--- src/rtl/ams_pwm_dac.sv ---
// ams_pwm_dac: one channel of the dithered PWM DAC.
// Takes a 24-bit word: [23:16] is the base duty in clocks and [15:0] is a
// dither mask with one bit per sub-period. The word drives a registered PWM
// bitstream. A frame is 16 sub-periods. New words are only taken at frame
// edges, so the analog output never sees a partially applied setting.
module ams_pwm_dac #(
  parameter int CYCLE_LEN = 156,
  parameter int CNT_W     = 8
) (
  input  logic        clk_i,
  input  logic        rstn_i,
  input  logic [23:0] cfg_i,
  input  logic        enable_i,
  output logic        pwm_o,
  output logic        frame_o,
  output logic [23:0] cfg_active_o
);

  // The duty is 9 bits wide (base + one dither bit). The comparison width
  // must hold both the counter and the duty.
  localparam int CMP_W = (CNT_W > 9) ? CNT_W : 9;
  localparam logic [CNT_W-1:0] CNT_LAST = CNT_W'(CYCLE_LEN - 1);

  logic [23:0]      r_cfg;
  logic [23:0]      r_shadow;
  logic [CNT_W-1:0] r_cnt;
  logic [3:0]       r_slot;
  logic             r_pwm;
  logic             r_frame;

  logic             w_cnt_wrap;
  logic             w_frame_end;
  logic [15:0]      w_mask;
  logic [8:0]       w_duty;
  logic [CNT_W-1:0] w_cnt_next;
  logic [3:0]       w_slot_next;
  logic [23:0]      w_shadow_next;
  logic             w_pwm_next;
  logic             w_frame_next;

  // Duty of the current sub-period: base plus this slot's dither bit, no overflow.
  function automatic logic [8:0] slot_duty(input logic [23:0] word, input logic [3:0] slot);
    logic [15:0] mask;
    mask = word[15:0];
    return {1'b0, word[23:16]} + {8'd0, mask[slot]};
  endfunction

  // Decode the counter position and compute the duty for the current slot.
  always_comb begin
    w_cnt_wrap  = (r_cnt == CNT_LAST);
    w_frame_end = w_cnt_wrap && (r_slot == 4'd15);
    w_mask      = r_shadow[15:0];
    w_duty      = slot_duty(r_shadow, r_slot);
  end

  // Next-state for the counters, the shadow word and the output pins.
  // Because the counter never reaches CYCLE_LEN, any duty >= CYCLE_LEN
  // saturates to a fully high sub-period without wrapping.
  always_comb begin
    w_cnt_next    = r_cnt;
    w_slot_next   = r_slot;
    w_shadow_next = r_shadow;
    w_pwm_next    = 1'b0;
    w_frame_next  = 1'b0;
    if (!enable_i) begin
      // While disabled, track the input so the first frame starts from it.
      w_cnt_next    = {CNT_W{1'b0}};
      w_slot_next   = 4'd0;
      w_shadow_next = r_cfg;
    end else begin
      w_pwm_next   = (CMP_W'(r_cnt) < CMP_W'(w_duty));
      w_frame_next = (r_cnt == {CNT_W{1'b0}}) && (r_slot == 4'd0);
      if (w_cnt_wrap) begin
        w_cnt_next  = {CNT_W{1'b0}};
        w_slot_next = r_slot + 4'd1;
      end else begin
        w_cnt_next  = r_cnt + {{(CNT_W-1){1'b0}}, 1'b1};
        w_slot_next = r_slot;
      end
      if (w_frame_end) begin
        w_shadow_next = r_cfg;
      end else begin
        w_shadow_next = r_shadow;
      end
    end
  end

  // Input stage: register the DAC word once before it is used.
  always_ff @(posedge clk_i or negedge rstn_i) begin
    if (!rstn_i) begin
      r_cfg <= 24'd0;
    end else begin
      r_cfg <= cfg_i;
    end
  end

  // Counter, shadow and output registers.
  always_ff @(posedge clk_i or negedge rstn_i) begin
    if (!rstn_i) begin
      r_cnt    <= {CNT_W{1'b0}};
      r_slot   <= 4'd0;
      r_shadow <= 24'd0;
      r_pwm    <= 1'b0;
      r_frame  <= 1'b0;
    end else begin
      r_cnt    <= w_cnt_next;
      r_slot   <= w_slot_next;
      r_shadow <= w_shadow_next;
      r_pwm    <= w_pwm_next;
      r_frame  <= w_frame_next;
    end
  end

  assign pwm_o        = r_pwm;
  assign frame_o      = r_frame;
  assign cfg_active_o = r_shadow;

endmodule
--- config.mk ---
export PLATFORM = sky130hd
export DESIGN_NAME = ams_pwm_dac
export DESIGN_NICKNAME = d
export VERILOG_FILES = /design/src/rtl/ams_pwm_dac.sv
export SDC_FILE = /design/constraint.sdc
export NUM_CORES = 1
export LEC_CHECK = 0
export ABC_AREA = 1
export ABC_CLOCK_PERIOD_IN_PS = 7200
export BUFFER_PORTS_ARGS = -buffer_cell sky130_fd_sc_hd__buf_2
export CAP_MARGIN = 20
export CORE_MARGIN = 1
export CORE_UTILIZATION = 61
export CTS_BUF_LIST = sky130_fd_sc_hd__clkbuf_4 sky130_fd_sc_hd__clkbuf_8
export DETAILED_ROUTE_END_ITERATION = 8
export PLACE_DENSITY = 0.83
export SYNTH_ARGS = -nofsm -noshare
export SYNTH_HDL_FRONTEND = slang
export SYNTH_SLANG_ARGS = --single-unit
--- constraint.sdc ---
create_clock -name clk_i -period 7.2 [get_ports clk_i]
set_input_delay 1.44 -clock clk_i [delete_from_list [all_inputs] [get_ports clk_i]]
set_output_delay 1.44 -clock clk_i [all_outputs]
set_load 0.02 [all_outputs]
==> impl_metrics.env, run 1 <==
export IMPL_status="finished clean"
export IMPL_clk_pin_slew_ns=0.08
export IMPL_cp_max_fo=11
export IMPL_synth_avg_cell_area_um2=8.976
export IMPL_critPathLaunchType="register"
export IMPL_antennaDiodeCount=0
export IMPL_ys_top_cells_by_count="nand2_1, dfrtp_1, nand3_1"
export IMPL_track_usage=0.2510
export IMPL_worst_slew_pin_slew_ns=0.7431
export IMPL_synth_edf_count=0
export IMPL_drtPass1Iterations=4
export IMPL_rsz0062_at_grt="no"
export IMPL_synth_nets=352
export IMPL_antenna_found_initial=0
export IMPL_globalRouteOverflowTotal=0
export IMPL_cap_violations=0
export IMPL_htreeDepth=3
export IMPL_die_area_mm2=0.004850
export IMPL_antenna_left=0
export IMPL_fin_setup_tns_ns=0
export IMPL_finClkSkew_ns=0.01293
export IMPL_synth_top_area_cell="dfrtp_1"
export IMPL_dpl_hpwl_um=3728
export IMPL_drive_gt1_frac=0.2049
export IMPL_root_buffer="clkbuf_8"
export IMPL_stdcell_area_mm2=0.003306
export IMPL_synth_seq_cells=62
export IMPL_drv_slew=0
export IMPL_ys_types=21
export IMPL_drc_errors=0
export IMPL_clockBufferDepth=2
export IMPL_grt_max_degree=63
export IMPL_numCtsBuffers=9
export IMPL_hold_class="reg2reg"
export IMPL_grt_pass1_wl_um=9425
export IMPL_arrival_ns=3.10
export IMPL_num_rows=24
export IMPL_nets=407
export IMPL_viasPerCell=5.220
export IMPL_layout_min_cycle_time_ns=2.837
export IMPL_synthTopCellsByArea="dfrtp_1, nand2_1, nand3_1"
export IMPL_yosysMostFrequentCell="nand2_1"
export IMPL_wl_per_cell_um=12.78
export IMPL_cp_required_ns=7.47
export IMPL_ioPinCount=53
export IMPL_setup_viol=0
export IMPL_synth_top_area_frac=0.5558
export IMPL_cts_repair_resized=0
export IMPL_post_cts_repair_setup_buffers=0
export IMPL_numPortBuffers=52
export IMPL_grt_pass1_vias=2044
export IMPL_clock_sinks=62
export IMPL_critPathKind="reg2reg"
export IMPL_yosysWarnings=0
export IMPL_area_growth_syn_to_layout_pct=18.42
export IMPL_max_slew_margin_rel=0.5046
export IMPL_dpl_cell_area_mm2=0.003069
export IMPL_initial_core_util=0.6367
export IMPL_syn_inst=311
export IMPL_power_leakage_nw=1.806
export IMPL_cts_tree="built"
export IMPL_synth_main_ff_cell="dfrtp_1"
export IMPL_synthArstFlopShare=1.000
export IMPL_clkLatencyLatePin_ns=0.34
export IMPL_dp_slack_ns=4.390
export IMPL_gp_congestion=0.8479
export IMPL_coreArea_mm2=0.004384
export IMPL_p_per_area_mw_per_mm2=253.2
export IMPL_setup_worst_path_end_class="register"
export IMPL_max_vdd_ir_drop_mv=0.1993
export IMPL_fin_crit_sh=0.3940
export IMPL_syn_area_mm2=0.002791
export IMPL_num_vias=2208
export IMPL_hold_viol=0
export IMPL_cts_hold_buf=0
export IMPL_ys_seq_area_frac=0.5558
export IMPL_routed_wirelength_um=5405
export IMPL_final_setup_worst_slack_ns=4.363
export IMPL_timing_fmax_mhz=352.5
export IMPL_die_h_um=69.65
export IMPL_drt_iter0_markers=170
export IMPL_die_w_um=69.65
[cell type report]
type / count / area (µm²)
fill: 303 / 1079
sequential: 62 / 1551
inverter: 32 / 120.1
multi-input combinational: 208 / 1065
timing repair buffer: 53 / 267.8
tap: 52 / 65.06
clock buffer: 9 / 123.9
clock inverter: 7 / 112.6
[stage by stage]
stage | cells | util | power, mW | hold WS [ns]
floorplan | 311 | - | 0.4451 | 0.4183
global placement | 407 | 0.7001 | 0.4794 | 0.4226
detailed placement | 407 | 0.7001 | 0.4825 | 0.4244
CTS | 423 | 0.7540 | 0.8407 | 0.4372
global route | 423 | 0.7540 | 0.8723 | 0.4586
finish | 423 | 0.7540 | 0.8369 | 0.4313
[layer usage]
layer,part of all wire,track usage,vias to the layer above
li1,-,-,1090
met1,0.44,0.3347,1018
met2,0.48,0.3883,85
met3,0.049,0.05814,15
met4,0.025,0.1267,0
met5,0,0,-
[sequential cells by signal (all words and copies together) (netlist names)]
| signal | flops |
|---|---|
| cfg_active_o | 24 |
| frame_o | 1 |
| pwm_o | 1 |
| r_cfg | 24 |
| r_cnt | 8 |
| r_slot | 4 |
[final timing paths]
check | start | slack [ns] | depth (start not counted) | end
min in group asynchronous | rstn_i | 1.25 | 2 | pwm_o$_DFF_PN0_
min reg2reg | r_cfg[0]$_DFF_PN0_ | 0.43 | 2 | cfg_active_o[0]$_DFFE_PN0P_
max in group asynchronous | rstn_i | 5.46 | 2 | r_cfg[3]$_DFF_PN0_
min | r_cfg[0]$_DFF_PN0_ | 0.43 | 2 | cfg_active_o[0]$_DFFE_PN0P_
max reg2reg | r_slot[0]$_DFFE_PN0P_ | 4.36 | 20 | pwm_o$_DFF_PN0_
max | r_slot[0]$_DFFE_PN0P_ | 4.36 | 20 | pwm_o$_DFF_PN0_
[placed cells by master (no fill, tap or decap)]
master      instances
a21oi_1             6
buf_2              52
buf_4               1
bufinv_16           3
clkbuf_8            9
clkinv_2            3
clkinvlp_4          1
dfrtp_1            62
ha_1               14
inv_1              31
inv_2               1
nand2_1            98
nand2_4             2
nand3_1            50
nand3b_1            1
nand4_1             2
nor2_1             17
nor2_2              1
nor2_4              2
nor3_1              2
o21ai_0             4
or2_2               1
xnor2_1             3
xor2_1              5
[kinds of logic after synthesis]
family	count (synthesis)	share of synthesized area
adder cells (fa/ha/maj)	14	0.06275
flip-flops	62	0.5558
buffers and inverters	41	0.06275
AO/OA/AOI/OAI	10	0.01793
AND/OR/NAND/NOR	176	0.2757
XOR/XNOR	8	0.02510
[power breakdown]
part	leakage (nW)	internal, mW	switching (mW)
registers	0.762	0.370	0.0167
clock network	0.119	0.228	0.131
logic	0.926	0.0334	0.0582
[worst max-delay path: stages (launching register included)]
cell     delay, ns
dfrtp_1       0.50
inv_1         0.30
nand2_1       0.09
nand2_1       0.07
nand2_1       0.05
nand3_1       0.07
nand3_1       0.07
nand2_1       0.11
ha_1          0.15
ha_1          0.18
nand3_1       0.12
nor2_1        0.22
xnor2_1       0.15
ha_1          0.26
nand2_1       0.07
nand2_1       0.04
nand2_1       0.05
nand2_1       0.04
nand2_1       0.06
nand2_1       0.04
a21oi_1       0.13
(Power assumes the default switching activity.)
==> inputs of run 2 (changes only) <==
==> config.mk (replaced) <==
export PLATFORM = sky130hd
export DESIGN_NAME = ams_pwm_dac
export DESIGN_NICKNAME = d
export VERILOG_FILES = /design/src/rtl/ams_pwm_dac.sv
export SDC_FILE = /design/constraint.sdc
export NUM_CORES = 1
export LEC_CHECK = 0
export ABC_AREA = 0
export ABC_CLOCK_PERIOD_IN_PS = 2300
export BUFFER_PORTS_ARGS = -buffer_cell sky130_fd_sc_hd__buf_2
export CAP_MARGIN = 20
export CORE_MARGIN = 1
export CORE_UTILIZATION = 51
export CTS_BUF_LIST = sky130_fd_sc_hd__clkbuf_4 sky130_fd_sc_hd__clkbuf_8
export DETAILED_ROUTE_END_ITERATION = 8
export PLACE_DENSITY = 0.74
export SYNTH_ARGS = -nofsm -noshare
export SYNTH_HDL_FRONTEND = slang
export SYNTH_SLANG_ARGS = --single-unit
==> constraint.sdc (replaced) <==
create_clock -name clk_i -period 2.3 [get_ports clk_i]
set_input_delay 0.46 -clock clk_i [delete_from_list [all_inputs] [get_ports clk_i]]
set_output_delay 0.46 -clock clk_i [all_outputs]
set_load 0.02 [all_outputs]
==> run 2 against run 1 <==
Effect of this change: design area up 1.8%; first-iteration DRC count shrank 65%; sequential cell count unchanged; worst hold slack got worse by 0.34 ns; clock skew shrank 0.0076 ns; utilization down 6.0 points; the run now ends with setup timing left; fmax fell by 2.3%; routed wire length is 11% lower.
==> impl_metrics.env, run 2 <==
export IMPL_grt_use_met2=0.3333
export IMPL_grt_pass1_wl_um=8217
export IMPL_synth_main_ff_cell="dfrtp_1"
export IMPL_synth_edf_count=0
export IMPL_drive_gt1_frac=0.4693
export IMPL_critPathLaunchType="register"
export IMPL_synth_top_area_frac=0.5916
export IMPL_drv_slew=0
export IMPL_dp_slack_ns=-0.6289
export IMPL_status="finished with violations"
export IMPL_num_rows=25
export IMPL_power_leakage_nw=1.609
export IMPL_path_cells="mux4_2, nor2b_1, a211oi_2, a31oi_2, ha_2, and4_1, nand4_1, xor2_1, ha_1, and3_1, a211oi_2, a41oi_1, nand2_1"
export IMPL_syn_area_mm2=0.002623
export IMPL_ioPinCount=53
export IMPL_top_usage_layer="met2"
export IMPL_track_usage=0.2144
export IMPL_r2r_slack_ns=-0.60
export IMPL_drc_errors=0
export IMPL_clockBufferDepth=2
export IMPL_clk_pin_slew_ns=0.07
export IMPL_clock_sinks=62
export IMPL_routed_wirelength_um=4801
export IMPL_cap_violations=0
export IMPL_cp_required_ns=2.58
export IMPL_arrival_ns=3.19
export IMPL_place_inst=328
export IMPL_hold_viol=0
export IMPL_die_w_um=73.71
export IMPL_ys_types=32
export IMPL_final_setup_worst_slack_ns=-0.6044
export IMPL_setup_worst_path_end_class="register"
export IMPL_hold_class="in2async"
export IMPL_ys_top_cells_by_count="dfrtp_1, mux2_2, ha_1"
export IMPL_viasPerCell=4.985
export IMPL_final_cell_mix="dfrtp_1, buf_2, buf_4, mux2_2"
export IMPL_max_vdd_ir_drop_mv=0.5875
export IMPL_yosysMostFrequentCell="dfrtp_1"
export IMPL_fin_crit_sh=1.263
export IMPL_timing_fmax_mhz=344.3
export IMPL_nets=313
export IMPL_syn_inst=188
export IMPL_setup_viol=1
export IMPL_finClkSkew_ns=0.005326
export IMPL_layout_commonest_cell="dfrtp_1"
export IMPL_antenna_found_initial=0
export IMPL_fin_setup_tns_ns=-0.6044
export IMPL_dpl_cell_area_mm2=0.003179
export IMPL_slowest_delay_ns=0.51
export IMPL_yosysWarnings=0
export IMPL_grt_max_degree=42
export IMPL_violations="setup timing"
export IMPL_clkLatencyLatePin_ns=0.34
export IMPL_slowest_stage="mux4_2"
export IMPL_synth_avg_cell_area_um2=13.95
export IMPL_synthArstFlopShare=1.000
export IMPL_numCtsBuffers=9
export IMPL_use_met1=0.2587
export IMPL_synth_top_area_cell="dfrtp_1"
export IMPL_final_cells=344
export IMPL_drtPass1Iterations=5
export IMPL_crit_path_frequent_cell="a211oi_2"
export IMPL_cts_tree="built"
export IMPL_coreArea_mm2=0.004848
export IMPL_die_h_um=73.71
export IMPL_dpl_hpwl_um=3493
export IMPL_max_slew_margin_rel=0.6591
export IMPL_wl_per_cell_um=13.96
export IMPL_synth_seq_cells=62
export IMPL_met3_usage=0.07407
export IMPL_worst_slew_pin_slew_ns=0.5114
export IMPL_synthTopCellsByArea="dfrtp_1, mux2_2, ha_1"
export IMPL_layout_min_cycle_time_ns=2.904
export IMPL_drt_iter0_markers=59
export IMPL_rsz0062_at_grt="yes"
export IMPL_gp_congestion=0.8236
export IMPL_ys_seq_area_frac=0.5916
export IMPL_hold_ws_ns=0.08646
export IMPL_htreeDepth=3
export IMPL_p_per_area_mw_per_mm2=708.9
export IMPL_stdcell_area_mm2=0.003366
export IMPL_num_vias=1715
export IMPL_antenna_left=0
export IMPL_cp_max_fo=3
export IMPL_die_area_mm2=0.005433
export IMPL_initial_core_util=0.5409
export IMPL_antennaDiodeCount=0
export IMPL_root_buffer="clkbuf_8"
export IMPL_synth_nets=229
export IMPL_numPortBuffers=52
export IMPL_grt_pass1_vias=1786
export IMPL_critPathKind="reg2reg"
export IMPL_globalRouteOverflowTotal=0
export IMPL_area_growth_syn_to_layout_pct=28.34
-- run 2: path summary, 6_finish.rpt --
kind	start	endpoint	depth (start not counted)
max in group asynchronous	rstn_i	cfg_active_o[23]$_DFFE_PN0P_	2
worst max register to register	r_slot[0]$_DFFE_PN0P_	pwm_o$_DFF_PN0_	13
worst max-delay path	r_slot[0]$_DFFE_PN0P_	pwm_o$_DFF_PN0_	13
worst min register to register	r_cfg[4]$_DFF_PN0_	cfg_active_o[4]$_DFFE_PN0P_	1
worst min-delay path	rstn_i	r_cfg[1]$_DFF_PN0_	1
min in group clk_i	cfg_i[22]	r_cfg[22]$_DFF_PN0_	1
-- run 2: kinds of logic after synthesis --
logic type | Yosys count | synth area share
mux | 29 | 0.1412
flops | 62 | 0.5916
fa+ha+maj | 14 | 0.06679
compound gates | 11 | 0.03340
simple gates | 45 | 0.09112
buf+inv | 12 | 0.02576
xor+xnor | 15 | 0.05009
-- run 2: worst max-delay path: cells and delay by family (launching register included) --
kind,cells,cell delay [ns]
muxes,1,0.51
and+or+nand+nor,5,0.75
AOI/OAI and AO/OA,4,0.53
adders and majority gates,2,0.47
DFF,1,0.41
xor gates and xnor gates,1,0.16
-- run 2: cell type report --
class                   count  area, µm²
clock buffers              10      131.4
multi-input cells         114       1050
flip-flops and latches     62       1551
clock inverters             6      38.79
well taps                  67      83.83
repair buffers             79      488.0
inverters                   6      22.52
fillers                   356       1483
-- run 2: what timing repair did --
| action | 4_1_cts | 5_1_grt |
|---|---|---|
| gates resized for setup | 3 | 0 |
| hold buffers | 0 | 0 |
| endpoints found under the setup margin | 1 | 1 |
| buffers inserted | 0 | 0 |
| pin swaps | 1 | 0 |
-- run 2: layer usage --
layer / wire length, µm / vias to the layer above
met5: 0 / -
met4: 114 / 0
met3: 207 / 16
met2: 2351 / 37
met1: 2127 / 839
li1: - / 823
-- run 2: where the power goes --
group | total, mW | leakage (nW) | switching, mW | internal [mW]
Clock | 0.810 | 0.0855 | 0.413 | 0.397
Combinational | 0.361 | 0.774 | 0.183 | 0.178
Sequential | 1.21 | 0.749 | 0.0525 | 1.16
Total | 2.39 | 1.61 | 0.648 | 1.74
-- run 2: per-stage QoR --
step | utilization | power (mW)
floorplan | - | 1.415
global placement | 0.6557 | 1.585
detailed placement | 0.6557 | 1.596
CTS | 0.6942 | 2.424
global route | 0.6942 | 2.509
finish | 0.6942 | 2.386
==> inputs of run 3 (changes only) <==
--- a/config.mk
+++ b/config.mk
@@ -13,7 +13,7 @@
 export CORE_UTILIZATION = 51
 export CTS_BUF_LIST = sky130_fd_sc_hd__clkbuf_4 sky130_fd_sc_hd__clkbuf_8
 export DETAILED_ROUTE_END_ITERATION = 8
-export PLACE_DENSITY = 0.74
+export PLACE_DENSITY_LB_ADDON = 0.2
 export SYNTH_ARGS = -nofsm -noshare
 export SYNTH_HDL_FRONTEND = slang
 export SYNTH_SLANG_ARGS = --single-unit
==> run 3 against run 2 <==
Effect of this change: the flow still finishes with violations (setup timing); sequential power about the same; critical endpoint unchanged; largest power group unchanged; first-iteration DRC count decreased by 41%; die area unchanged; sequential cell count is the same; register-to-register slack better by 0.02 ns; critical path depth increased by 1; largest cell class unchanged.
==> impl_metrics.env, run 3 (same netlist as run 2, synthesis figures left out) <==
export IMPL_status="finished with violations"
export IMPL_violations="setup timing"
export IMPL_critPathLaunchType="register"
export IMPL_grt_pass1_vias=1652
export IMPL_root_buffer="clkbuf_8"
export IMPL_die_w_um=73.71
export IMPL_cp_required_ns=2.58
export IMPL_layout_commonest_cell="dfrtp_1"
export IMPL_grt_max_degree=38
export IMPL_layout_min_cycle_time_ns=2.886
export IMPL_drc_errors=0
export IMPL_track_usage=0.1995
export IMPL_clockBufferDepth=2
export IMPL_setup_viol=1
export IMPL_netSwitchingFraction=0.2382
export IMPL_htreeDepth=3
export IMPL_ioPinCount=53
export IMPL_antennaDiodeCount=0
export IMPL_die_area_mm2=0.005433
export IMPL_cap_violations=0
export IMPL_rsz0062_at_grt="yes"
export IMPL_clk_pin_slew_ns=0.07
export IMPL_arrival_ns=3.16
export IMPL_seqPwrFrac=0.444
export IMPL_nets=311
export IMPL_area_growth_syn_to_layout_pct=30.20
export IMPL_r2r_cells=14
export IMPL_clock_sinks=62
export IMPL_num_rows=25
export IMPL_worst_slew_pin_slew_ns=0.5822
export IMPL_routed_wirelength_um=4726
export IMPL_hold_viol=0
export IMPL_coreArea_mm2=0.004848
export IMPL_antenna_found_initial=0
export IMPL_p_sw_mw=0.6506
export IMPL_grt_pass1_wl_um=7652
export IMPL_slowest_delay_ns=0.51
export IMPL_dpl_cell_area_mm2=0.003152
export IMPL_slowest_stage="mux4_2"
export IMPL_post_cts_repair_setup_buffers=0
export IMPL_power_leakage_nw=1.632
export IMPL_initial_core_util=0.5409
export IMPL_num_vias=1682
export IMPL_clkLatencyLatePin_ns=0.34
export IMPL_cts_tree="built"
export IMPL_drt_iter0_markers=35
export IMPL_finClkSkew_ns=0.006360
export IMPL_cp_max_fo=3
export IMPL_fin_crit_sh=1.255
export IMPL_hold_class="in2async"
export IMPL_timing_fmax_mhz=346.5
export IMPL_globalRouteOverflowTotal=0
export IMPL_drive_gt1_frac=0.4655
export IMPL_p_per_area_mw_per_mm2=799.9
export IMPL_r2r_end="pwm_o$_DFF_PN0_"
export IMPL_power_frac_clock=0.428
export IMPL_setup_worst_path_end_class="register"
export IMPL_gp_congestion=0.8493
export IMPL_viasPerCell=4.918
export IMPL_critPathKind="reg2reg"
export IMPL_die_h_um=73.71
export IMPL_max_slew_margin_rel=0.6118
export IMPL_max_vdd_ir_drop_mv=0.5564
export IMPL_drv_slew=0
export IMPL_wl_per_cell_um=13.82
export IMPL_numCtsBuffers=9
export IMPL_final_cells=342
export IMPL_r2r_start="r_slot[0]$_DFFE_PN0P_"
export IMPL_path_cells="mux4_2, nor2b_1, a211oi_2, a31oi_2, ha_2, ha_4, nand3_2, nor2_2, xnor2_1, ha_1, a21o_1, a211oi_1, o21ai_1, nand2_1"
export IMPL_place_inst=326
export IMPL_comb_power_share=0.128
export IMPL_drtPass1Iterations=4
export IMPL_numPortBuffers=52
export IMPL_final_cell_mix="dfrtp_1, buf_2, buf_4, mux2_2"
export IMPL_final_setup_worst_slack_ns=-0.5863
export IMPL_r2r_slack_ns=-0.59
export IMPL_stdcell_area_mm2=0.003415
export IMPL_antenna_left=0
export IMPL_p_int_mw=2.081
export IMPL_dpl_hpwl_um=3327
-- run 3: area by class of cell --
type | instances | area (µm²)
flip-flops and latches | 62 | 1551
fillers | 353 | 1434
multi-input cells | 114 | 1050
repair buffers | 77 | 460.4
clock buffers | 10 | 137.6
clock inverters | 6 | 108.9
well taps | 67 | 83.83
inverters | 6 | 22.52
-- run 3: per-layer routing --
layer | wire [µm] | vias up | share of wire | global-route usage
met3 | 206 | 10 | 0.044 | 0.04664
met2 | 2146 | 41 | 0.45 | 0.2946
met5 | 0 | - | 0 | 0
met4 | 123 | 0 | 0.026 | 0.1282
li1 | - | 827 | - | -
met1 | 2250 | 804 | 0.48 | 0.2647
-- run 3: worst max path at each step --
stage	start	to	slack, ns	cells after the start
after floorplan	r_slot[0]$_DFFE_PN0P_	pwm_o$_DFF_PN0_	-0.51	15
after global placement	r_slot[0]$_DFFE_PN0P_	pwm_o$_DFF_PN0_	-0.52	13
after detailed placement	r_slot[0]$_DFFE_PN0P_	pwm_o$_DFF_PN0_	-0.59	14
after CTS	r_slot[0]$_DFFE_PN0P_	pwm_o$_DFF_PN0_	-0.59	13
after global routing	r_slot[0]$_DFFE_PN0P_	pwm_o$_DFF_PN0_	-0.74	13
final	r_slot[0]$_DFFE_PN0P_	pwm_o$_DFF_PN0_	-0.59	14
-- run 3: through the flow --
stage	power, mW	hold slack (ns)	util	TNS, ns	setup WS, ns
after floorplan	1.415	0.1644	-	-0.5110	-0.5110
after detailed placement	1.581	0.4474	0.6501	-0.5930	-0.5930
final	2.731	0.1169	0.7043	-0.5863	-0.5863
after CTS	2.759	0.1305	0.7032	-0.5936	-0.5936
after global placement	1.575	0.4455	0.6501	-0.5152	-0.5152
after global routing	2.834	0.1722	0.7043	-0.7408	-0.7408
-- run 3: worst max-delay path, delay by kind of cell (launching register included) --
| kind | cells | cell delay [ns] |
|---|---|---|
| compound gates | 5 | 0.74 |
| xor+xnor | 1 | 0.12 |
| fa+ha+maj | 3 | 0.68 |
| flops | 1 | 0.41 |
| mux | 1 | 0.51 |
| simple gates | 4 | 0.36 |
-- run 3: what timing repair did --
item / CTS / global route
hold buffers: 0 / 0
gates resized for setup: 2 / 1
setup endpoints to repair: 1 / 1
-- run 3: power by group through the flow --
| stage | Sequential, mW | Combinational (mW) | Clock [mW] |
|---|---|---|---|
| floorplan | 1.28 | 0.131 | 0 |
| global placement | 1.23 | 0.342 | 0 |
| detailed placement | 1.23 | 0.348 | 0 |
| CTS | 1.21 | 0.355 | 1.19 |
| global route | 1.22 | 0.381 | 1.23 |
| finish | 1.21 | 0.350 | 1.17 |
